<file path="src/rtl/shift_add_mul_seq_if.sv">
// Operand/result handshake and adder-side signals of the shift-and-add multiplier.
// slave = multiplier view, master = requester plus combinational adder view.
interface shift_add_mul_seq_if #(
  parameter int DATA_W = 4
);
  logic                  start;
  logic [DATA_W-1:0]     mcand;
  logic [DATA_W-1:0]     mplier;
  logic                  busy;
  logic                  done;
  logic [2*DATA_W-1:0]   product;
  logic [DATA_W-1:0]     add_x;
  logic [DATA_W-1:0]     add_y;
  logic                  add_cin;
  logic [DATA_W-1:0]     add_s;
  logic                  add_cout;

  modport slave (
    input  start, mcand, mplier, add_s, add_cout,
    output busy, done, product, add_x, add_y, add_cin
  );

  modport master (
    output start, mcand, mplier, add_s, add_cout,
    input  busy, done, product, add_x, add_y, add_cin
  );
endinterface

</file>
<file path="src/rtl/shift_add_mul_seq.sv">
// Sequential 4x4 unsigned shift-and-add multiplier driving an external ripple adder.
// Optional macro ZERO_SKIP_EN: zero operands bypass RUN and complete with product 0.
module shift_add_mul_seq #(
  parameter int DATA_W = 4,
  parameter int ITER_W = 3
) (
  input  logic                 clk,
  input  logic                 rst_n,
  shift_add_mul_seq_if.slave   bus,
  output logic [1:0]           state_dbg
);

  // Handshake: start is accepted in any cycle where state is IDLE or DONE and
  // start=1; operands are captured on that edge. done pulses for one cycle when
  // product becomes valid; product then holds until the next completion.
  typedef enum logic [1:0] {
    IDLE = 2'd0,
    RUN  = 2'd1,
    DONE = 2'd2
  } state_t;

  state_t              state, state_n;
  logic [DATA_W-1:0]   m_q, a_q, q_q;
  logic [ITER_W-1:0]   cnt_q;
  logic [2*DATA_W-1:0] product_q;
  logic                accept;
  logic                skip;
  logic                last;
  logic                busy_c;
  logic                done_c;
  logic [DATA_W-1:0]   add_y_c;
  logic [2*DATA_W-1:0] shifted;

`ifdef ZERO_SKIP_EN
  assign skip = (bus.mcand == '0) || (bus.mplier == '0);
`else
  assign skip = 1'b0;
`endif

  assign last    = (cnt_q == ITER_W'(DATA_W - 1));
  // Right shift of {cout, sum, Q}: the carry lands in A's MSB, sum LSB enters Q.
  assign shifted = {bus.add_cout, bus.add_s, q_q[DATA_W-1:1]};

  always_ff @(posedge clk or negedge rst_n) begin
    if (!rst_n) state <= IDLE;
    else        state <= state_n;
  end

  always_comb begin
    state_n = state;
    accept  = 1'b0;
    busy_c  = 1'b0;
    done_c  = 1'b0;
    add_y_c = '0;
    case (state)
      IDLE, DONE: begin
        done_c = (state == DONE);
        if (bus.start) begin
          accept  = 1'b1;
          state_n = skip ? DONE : RUN;
        end else begin
          state_n = IDLE;
        end
      end
      RUN: begin
        busy_c = 1'b1;
        if (q_q[0]) add_y_c = m_q;
        if (last) state_n = DONE;
      end
      default: state_n = IDLE;
    endcase
  end

  always_ff @(posedge clk or negedge rst_n) begin
    if (!rst_n) begin
      m_q       <= '0;
      a_q       <= '0;
      q_q       <= '0;
      cnt_q     <= '0;
      product_q <= '0;
    end else if (accept) begin
      m_q   <= bus.mcand;
      q_q   <= bus.mplier;
      a_q   <= '0;
      cnt_q <= '0;
      if (skip) product_q <= '0;
    end else if (state == RUN) begin
      {a_q, q_q} <= shifted;
      cnt_q      <= cnt_q + 1'b1;
      if (last) product_q <= shifted;
    end
  end

  assign bus.busy    = busy_c;
  assign bus.done    = done_c;
  assign bus.product = product_q;
  assign bus.add_x   = a_q;
  assign bus.add_y   = add_y_c;
  assign bus.add_cin = 1'b0;
  assign state_dbg   = state;

endmodule

</file>
<file path="src/flat_wrapper.sv">
// flat-port wrapper written by rule: the top's interface ports become plain ports
module shift_add_mul_seq_flat 
#(
  parameter int DATA_W = 4,
  parameter int ITER_W = 3
)
  (clk, rst_n, state_dbg, bus_start, bus_mcand, bus_mplier, bus_add_s, bus_add_cout, bus_busy, bus_done, bus_product, bus_add_x, bus_add_y, bus_add_cin);
  shift_add_mul_seq_if #(.DATA_W(DATA_W)) bus_i ();
  input  logic clk;
  input  logic rst_n;
  output logic [1:0] state_dbg;
  input wire logic [$bits(bus_i.start)-1:0] bus_start;
  input wire logic [$bits(bus_i.mcand)-1:0] bus_mcand;
  input wire logic [$bits(bus_i.mplier)-1:0] bus_mplier;
  input wire logic [$bits(bus_i.add_s)-1:0] bus_add_s;
  input wire logic [$bits(bus_i.add_cout)-1:0] bus_add_cout;
  output wire logic [$bits(bus_i.busy)-1:0] bus_busy;
  output wire logic [$bits(bus_i.done)-1:0] bus_done;
  output wire logic [$bits(bus_i.product)-1:0] bus_product;
  output wire logic [$bits(bus_i.add_x)-1:0] bus_add_x;
  output wire logic [$bits(bus_i.add_y)-1:0] bus_add_y;
  output wire logic [$bits(bus_i.add_cin)-1:0] bus_add_cin;
  assign bus_i.start = bus_start;
  assign bus_i.mcand = bus_mcand;
  assign bus_i.mplier = bus_mplier;
  assign bus_i.add_s = bus_add_s;
  assign bus_i.add_cout = bus_add_cout;
  assign bus_busy = bus_i.busy;
  assign bus_done = bus_i.done;
  assign bus_product = bus_i.product;
  assign bus_add_x = bus_i.add_x;
  assign bus_add_y = bus_i.add_y;
  assign bus_add_cin = bus_i.add_cin;
  shift_add_mul_seq #(.DATA_W(DATA_W), .ITER_W(ITER_W)) u_core (.clk(clk), .rst_n(rst_n), .bus(bus_i), .state_dbg(state_dbg));
endmodule
</file>
<file path="config.mk">
export PLATFORM = sky130hd
export DESIGN_NAME = shift_add_mul_seq_flat
export DESIGN_NICKNAME = d
export VERILOG_FILES = /design/src/rtl/shift_add_mul_seq_if.sv /design/src/rtl/shift_add_mul_seq.sv /design/src/flat_wrapper.sv
export SDC_FILE = /design/constraint.sdc
export NUM_CORES = 1
export LEC_CHECK = 0
export CAP_MARGIN = 20
export CORE_MARGIN = 5
export CORE_UTILIZATION = 49
export DETAILED_ROUTE_END_ITERATION = 16
export GPL_TIMING_DRIVEN = 0
export PLACE_DENSITY = 0.82
export SLEW_MARGIN = 20
export SYNTH_ARGS = -nofsm -noshare
export SYNTH_HDL_FRONTEND = slang
export SYNTH_SLANG_ARGS = --single-unit
</file>
<file path="constraint.sdc">
create_clock -name clk -period 4.6 [get_ports clk]
set_clock_uncertainty 0.1 [all_clocks]
set_input_delay 0.69 -clock clk [delete_from_list [all_inputs] [get_ports clk]]
set_output_delay 0.69 -clock clk [all_outputs]
set_load 0.005 [all_outputs]
</file>
* Word level (Yosys, flattened, before mapping)
Cells that the tools add are included.
Storage, ports and cells: register bits after elaboration 25, bits in latches 0, bits in writable memories 0, bits in read-only memories 0, input port bits 16, output and inout port bits 21, word-level logic and storage cells 31, memories 0
Operators by class: add/sub/neg operators 1, multipliers 0, div/mod/pow operators 0, magnitude comparators 0, eq/ne operators 4, shifts and indexed selects 0, mux-type cells 15, bitwise operators 1, reduce and logical (&&, ||, !) cells 4
Operators by type and width (number):
- $mux W4 | 6
- $mux W3 | 2
- $mux W1 | 5
- $pmux W2 S2 | 1
- $add A3 B1 Y3 const B | 1
- $eq A3 B2 Y1 const B | 1
- $reduce_and A3 Y1 | 1
- $eq A2 B1 Y1 const B | 1
- $eq A2 B2 Y1 const B | 1
- $logic_not A2 Y1 | 1
- $mux W2 | 1
- $ne A2 B1 Y1 const B | 1
- $reduce_bool A2 Y1 | 1
- $reduce_or A2 Y1 | 1
- $not A1 Y1 | 1

* Longest topological paths before layout
Gate-level depths: netlist of the first run.
depth in word-level cells 5, depth in mapped cells 5, gate-level depth less buffers 4

* Worst setup path after synthesis of the first run
No wires, ideal clock.
kind register to output, start point register u_core.state[0] (netlist: u_core.state_dbg[0]), end point output bus_add_y[0], data arrival time 0.951 ns, data required time 3.810 ns, setup slack 2.859 ns, cell stages (with the launch flop) 5, buffers on the path 2, cells stage by stage dfrtp_1 > buf_6 > nor2b_4 > buf_6 > and3_1
Between the ends: longest elaborated chain between the ends 2
RTL lines:
- start, declared | RTL line shift_add_mul_seq.sv:22 | state_t state, state_n;
- start signal, assigned | RTL line shift_add_mul_seq.sv:46 | else state <= state_n;
- $eq A2 B1 Y1 | RTL line shift_add_mul_seq.sv:55 | case (state)
- $mux W4 | RTL line shift_add_mul_seq.sv:55
- end, declared | RTL line flat_wrapper.sv:21 | output wire logic [$bits(bus_i.add_y)-1:0] bus_add_y;
Every way passes these cells.

* Final worst setup path of the first run
start point register u_core.state[0] (netlist: u_core.state_dbg[0]), end point output bus_add_y[3]
Same word-level chain as after synthesis.

==> impl_results.md, run 1 <==
- Outcome: finished clean
- Syn Nets: 109
- Top cell type's share of synthesized area: 51.76%
- CTS resizes: 0
- Final min period: 2597 ps
- Layout Nets: 148
- Hold Path Class: in -> async
- Clk buf depth: 2
- Critical-path top delay cell: clkdlybuf4s50_1
- TritonCTS sink count: 25
- Sw Ratio: 32.06%
- Clock slew at reported path FFs: 130 ps
- CTS tree: done
- Endpoints failing hold: 0
- Worst Setup SP: u_core.state_dbg[0]
- PwrDens: 654.1 nW/um^2
- Most used cell, CP: buf_6
- WP data arrival: 1810 ps
- WL/cell: 15.92 um
- RSZ-0062 raised after global routing: false
- Max Cap Violations: 0
- CP peak stage delay: 510 ps
- Netlist Area Pre-Place: 1209 sq um
- Die Footprint: 3560 sq um
- Number of global-route vias before repair: 939
- Lkg Pwr: 0.7197 nW
- Root buffer cell: clkbuf_4
- Total gr overflow: 0
- CP Launch Type: flop
- Layout overhead on the synthesized area: 33.02%
- R2R cell count: 4
- WP data required: 3810 ps
- Syn Area/Cell: 13.28 sq um
- First-pass DRT Iterations: 4
- Chip width: 59.67 um
- Latest clock arrival within the worst-skew pair: 310 ps
- Antenna Cells: 0
- Reg-to-reg startpoint: u_core.cnt_q[0]
- Synth area leader: dfrtp_1
- Buffers on Ports: 34
- Core footprint: 2410 sq um
- Total negative setup slack: 0 ps
- Critical path fanouts, max: 10
- Row Count: 18
- Final WS setup: 2003 ps
- Share of cells above drive strength 1: 21.71%
- Crit. End Element: output port
- Highest-count cells in the layout ignoring fill and taps: clkdlybuf4s50_1, dfrtp_1, mux2_2
- Die height: 59.67 um
- DR vias: 839
- Slew Viols, Final: 0
- Register bit total from synthesis: 25
- Sequential area share after synthesis: 51.76%
- Detailed Route WL: 2532 um
- Peak supply drop: 0.3498 mV
- Internal: 0.7145 mW
- First-pass GRT wire length: 4174 um
- Largest net degree at the start of global routing: 26
- Critical Path, Cell by Cell: buf_6 -> nor2b_4 -> buf_6 -> and3_1 -> clkdlybuf4s50_1
- DRT antenna net count: 0
- Total Routing Usage GR: 15.86%
- Headroom to the max-slew limit: 63.30%
- Sequential share of power: 38.8%
- I/O pin cnt: 37
- Initial antenna violation count: 0
- Yosys warns: 0
- Slew @ Worst Pin: 550.5 ps
- Period utilization: 56.45%
- Top post-synthesis cells by area: dfrtp_1, mux2_4, mux2_2
- Syn Inst Count: 91
- Crit path kind: reg -> out
- Detail Placement HPWL: 1876 um
- Number of DRC markers in iteration 0: 9
- Num CTS Buffers: 3
- Routability Congestion: 0.7665
- Commonest non-fill, non-tap cell in the layout: clkdlybuf4s50_1
- Setup Buffers After CTS: 0
- Worst reg2reg endpoint: u_core.bus.product[0]
- Max frequency: 0.3851 GHz
- Switching power: 0.3372 mW
- Hold_buf cts: 0
- Final setup fails: 0
- Dpl ws: 2359 ps
- Vias per cell: 5.277
- Initial core utilization: 50.16%
- H-tree depth: 1
- Synth unique cells: 21
- Reg2reg setup slack: 3040 ps
- Clk pwr share: 9.2%
- DR DRC count: 0
- Comb pwr share: 52.1%
==> per-stage QoR <==
| stage | power [mW] | utilization, % | instance area (sq um) | instances | hold WS (ps) |
|---|---|---|---|---|---|
| after CTS | 1.064 | 66.93 | 1613 | 159 | 396.3 |
| final | 1.052 | 66.72 | 1608 | 159 | 237.5 |
| after global placement | 0.9430 | 65.84 | 1587 | 155 | 364.2 |
| after global routing | 1.130 | 66.72 | 1608 | 159 | 269.6 |
| after detailed placement | 0.9651 | 65.84 | 1587 | 155 | 378.5 |
| after floorplan | 0.7134 | - | 1209 | 91 | 294.4 |
==> layout make-up <==
cell class | count | area, sq um
timing repair buffer | 34 | 335.3
multi-input combinational | 57 | 523.0
buffer | 6 | 48.80
tap | 30 | 37.54
sequential | 25 | 625.6
inverter | 3 | 11.26
clock buffer | 4 | 26.28
fill | 192 | 802.0
==> Yosys cell counts, drive strengths merged <==
| library cell | count |
|---|---|
| ha | 2 |
| buf | 5 |
| conb | 1 |
| inv | 3 |
| mux2i | 4 |
| dfrtp | 25 |
| nor2 | 2 |
| and3 | 4 |
| nand2 | 2 |
| a211oi | 4 |
| a22o | 6 |
| a21oi | 6 |
| o21ai | 1 |
| nor2b | 7 |
| a21o | 1 |
| clkbuf | 1 |
| mux2 | 17 |
==> state kept, by name, summed over array words and instances (netlist names) <==
register            count
u_core.bus.product      8
u_core.state_dbg        2
u_core.m_q              4
u_core.q_q              4
u_core.bus.add_x        4
u_core.cnt_q            3
==> critical path: cells and delay by family, from the launching register on <==
kind	cells	cell delay [ps]
buffers and inverters	3	800
DFF	1	390
and+or+nand+nor	2	310
==> layer usage <==
metal / vias up / global-route usage [%] / routed length, um
met5: - / 0 / 0
met4: 0 / 9.494 / 69
met3: 8 / 2.376 / 69
met2: 22 / 27.31 / 1315
met1: 411 / 18.38 / 1078
li1: 398 / - / -
==> power groups by stage <==
stage	combinational, mW	sequential, mW	clock, mW
after floorplan	0.313	0.400	0
after global placement	0.538	0.405	0
after detailed placement	0.554	0.411	0
after CTS	0.556	0.408	0.101
after global routing	0.594	0.425	0.111
final	0.548	0.408	0.0963
==> logic make-up after synthesis <==
logic type | after synthesis | share of synthesized area, %
other | 1 | 0.3103
multiplexers | 21 | 21.64
AO/OA/AOI/OAI | 18 | 10.35
adder cells (fa/ha/maj) | 2 | 2.070
flip-flops | 25 | 51.76
buffers and inverters | 9 | 4.968
AND/OR/NAND/NOR | 15 | 8.902
==> worst max path at each step <==
| stage | to | slack, ps | cells past startpoint |
|---|---|---|---|
| floorplan | bus_add_y[0] | 2860 | 4 |
| global placement | bus_add_y[1] | 2380 | 5 |
| detailed placement | bus_add_y[3] | 2360 | 5 |
| CTS | bus_add_y[3] | 1980 | 5 |
| global route | bus_add_y[3] | 1900 | 5 |
| finish | bus_add_y[3] | 2000 | 5 |
Note: power is estimated with default switching activity, not from simulation.
==> run 2: changes to the inputs <==
CORE_UTILIZATION = 41   (was 49)
PLACE_DENSITY = 0.73   (was 0.82)
clock period = 2.3 ns   (was 4.6 ns; I/O delays follow)
==> run 2 against run 1 <==
  * Register-to-register slack got worse by 2400 ps
  * Worst setup slack lost 1900 ps
  * Die area rose by 16%
  * Largest power group unchanged
  * Core utilization down 7.1 points
  * Final cell count increased by 3.8%
  * First-iteration DRC count is 78% higher
==> impl_results.md, run 2 (synthesis gave the netlist of run 1 again) <==
- Critical Path, Cell by Cell: buf_6 -> nor2b_4 -> buf_6 -> and3_1 -> clkdlybuf4s50_1
- Total power: 2.149 mW
- Share of cells above drive strength 1: 25.37%
- Max frequency: 0.4569 GHz
- Multi-input logic area: 523.0 sq um
- Number of global-route vias before repair: 919
- Final min period: 2189 ps
- DR DRC count: 0
- Hold path cells: 3
- CP peak stage delay: 500 ps
- Endpoints failing hold: 0
- Max Cap Violations: 0
- CP delay by family, top: buffers and inverters
- Largest net degree at the start of global routing: 26
- Layout overhead on the synthesized area: 37.27%
- Vias per cell: 5.091
- RSZ-0062 raised after global routing: false
- Slew Viols, Final: 0
- Final core utilization: 59.65%
- Critical path fanouts, max: 8
- First-pass GRT wire length: 4298 um
- Die Footprint: 4134 sq um
- Crit. End Element: output port
- Layout fillers: 223
- Highest-count cells in the layout ignoring fill and taps: clkdlybuf4s50_1, dfrtp_1, mux2_2
- CP Buf/Inv Count: 3
- WP data arrival: 1740 ps
- Hold Path End: u_core.q_q[1]
- Commonest non-fill, non-tap cell in the layout: clkdlybuf4s50_1
- Detailed Route WL: 2646 um
- Routability Congestion: 0.7202
- CP Launch Type: flop
- Chip width: 64.30 um
- R2R cell count: 4
- Final setup fails: 0
- Layout Nets: 153
- I/O pin cnt: 37
- Reg area: 626.9 sq um
- Period utilization: 95.16%
- Hold Crit Start: bus_start
- Buffers on Ports: 34
- Final WS setup: 111.3 ps
- H-tree depth: 1
- Peak supply drop: 0.7195 mV
- Num CTS Buffers: 3
- Hold Path Class: in -> reg
- Clock slew at reported path FFs: 140 ps
- PwrDens: 1295 nW/um^2
- Dpl ws: 388.0 ps
- Latest clock arrival within the worst-skew pair: 320 ps
- Number of DRC markers in iteration 0: 16
- DR vias: 840
- Reg-to-reg startpoint: u_core.state_dbg[0]
- Headroom to the max-slew limit: 63.06%
- Outcome: finished clean
- Lkg Pwr: 0.7736 nW
- Most used cell, CP: buf_6
- WP data required: 1860 ps
- Critical-path top delay cell: clkdlybuf4s50_1
- Reg2reg setup slack: 630 ps
- Clk buf depth: 2
- Crit path kind: reg -> out
- Max reg flops: 8
- Initial core utilization: 43.45%
- Die height: 64.30 um
- Row Count: 19
- Total gr overflow: 0
- DRT antenna net count: 0
- TritonCTS sink count: 25
- Total Routing Usage GR: 13.28%
- Total negative setup slack: 0 ps
- Slew @ Worst Pin: 554.1 ps
- Initial antenna violation count: 0
- First-pass DRT Iterations: 4
- Core footprint: 2781 sq um
- Detail Placement HPWL: 1893 um
- Worst reg2reg endpoint: u_core.m_q[3]
- WL/cell: 16.04 um
- Antenna Cells: 0
- Root buffer cell: clkbuf_4
- CTS tree: done
## run 2: tightest hold or removal path, stage by stage
cell,delay [ps]
buf_4,140
a211oi_1,80
a21oi_1,100
## run 2: how the worst max path moves through the flow
stage	start	endpoint	slack (ps)	depth (start not counted)
2_1_floorplan	u_core.cnt_q[0]	u_core.bus.product[0]	850	4
3_3_place_gp	u_core.state_dbg[0]	bus_add_y[3]	430	5
3_5_place_dp	u_core.state_dbg[0]	bus_add_y[1]	390	5
4_1_cts	u_core.state_dbg[1]	bus_add_y[1]	30	4
5_1_grt	u_core.state_dbg[0]	bus_add_y[3]	10	5
6_report	u_core.state_dbg[0]	bus_add_y[3]	110	5
## run 2: repair_timing
action                                  4_1_cts  5_1_grt
resized for setup                             0        3
hold buffers                                  1        0
endpoints found under the setup margin        2        5
setup buffers                                 1        3
endpoints found under the hold margin        25        0
pin swaps                                     0        0
## run 2: power breakdown
part	total (mW)	internal [mW]	switching (mW)
clock	0.202	0.0664	0.135
sequential	0.815	0.658	0.157
combinational	1.13	0.729	0.403
total	2.15	1.45	0.696
## run 2: per-layer routing
layer / vias to the layer above / GRT usage (%) / part of all wire (%)
met5: - / 0 / 0
met3: 4 / 3.678 / 4.6
met4: 0 / 5.344 / 1.0
met2: 15 / 23.13 / 52
met1: 413 / 15.18 / 43
li1: 408 / - / -
## run 2: cell type report
class / instances / share of cell area [%]
plain buffers: 6 / 2.941
clock buffers: 3 / 1.357
clock inverters: 1 / 0.4525
inverters: 3 / 0.6787
multi-input cells: 57 / 31.52
flip-flops and latches: 25 / 37.78
well taps: 31 / 2.338
repair buffers: 39 / 22.93
## run 2: stage by stage
stage                     area (sq um)  instances  hold WS (ps)
final                             1659        165         276.1
after global routing              1659        165         287.4
after CTS                         1630        162         267.8
after detailed placement          1583        156         268.5
after global placement            1588        156         361.3
after floorplan                   1209         91        -50.59
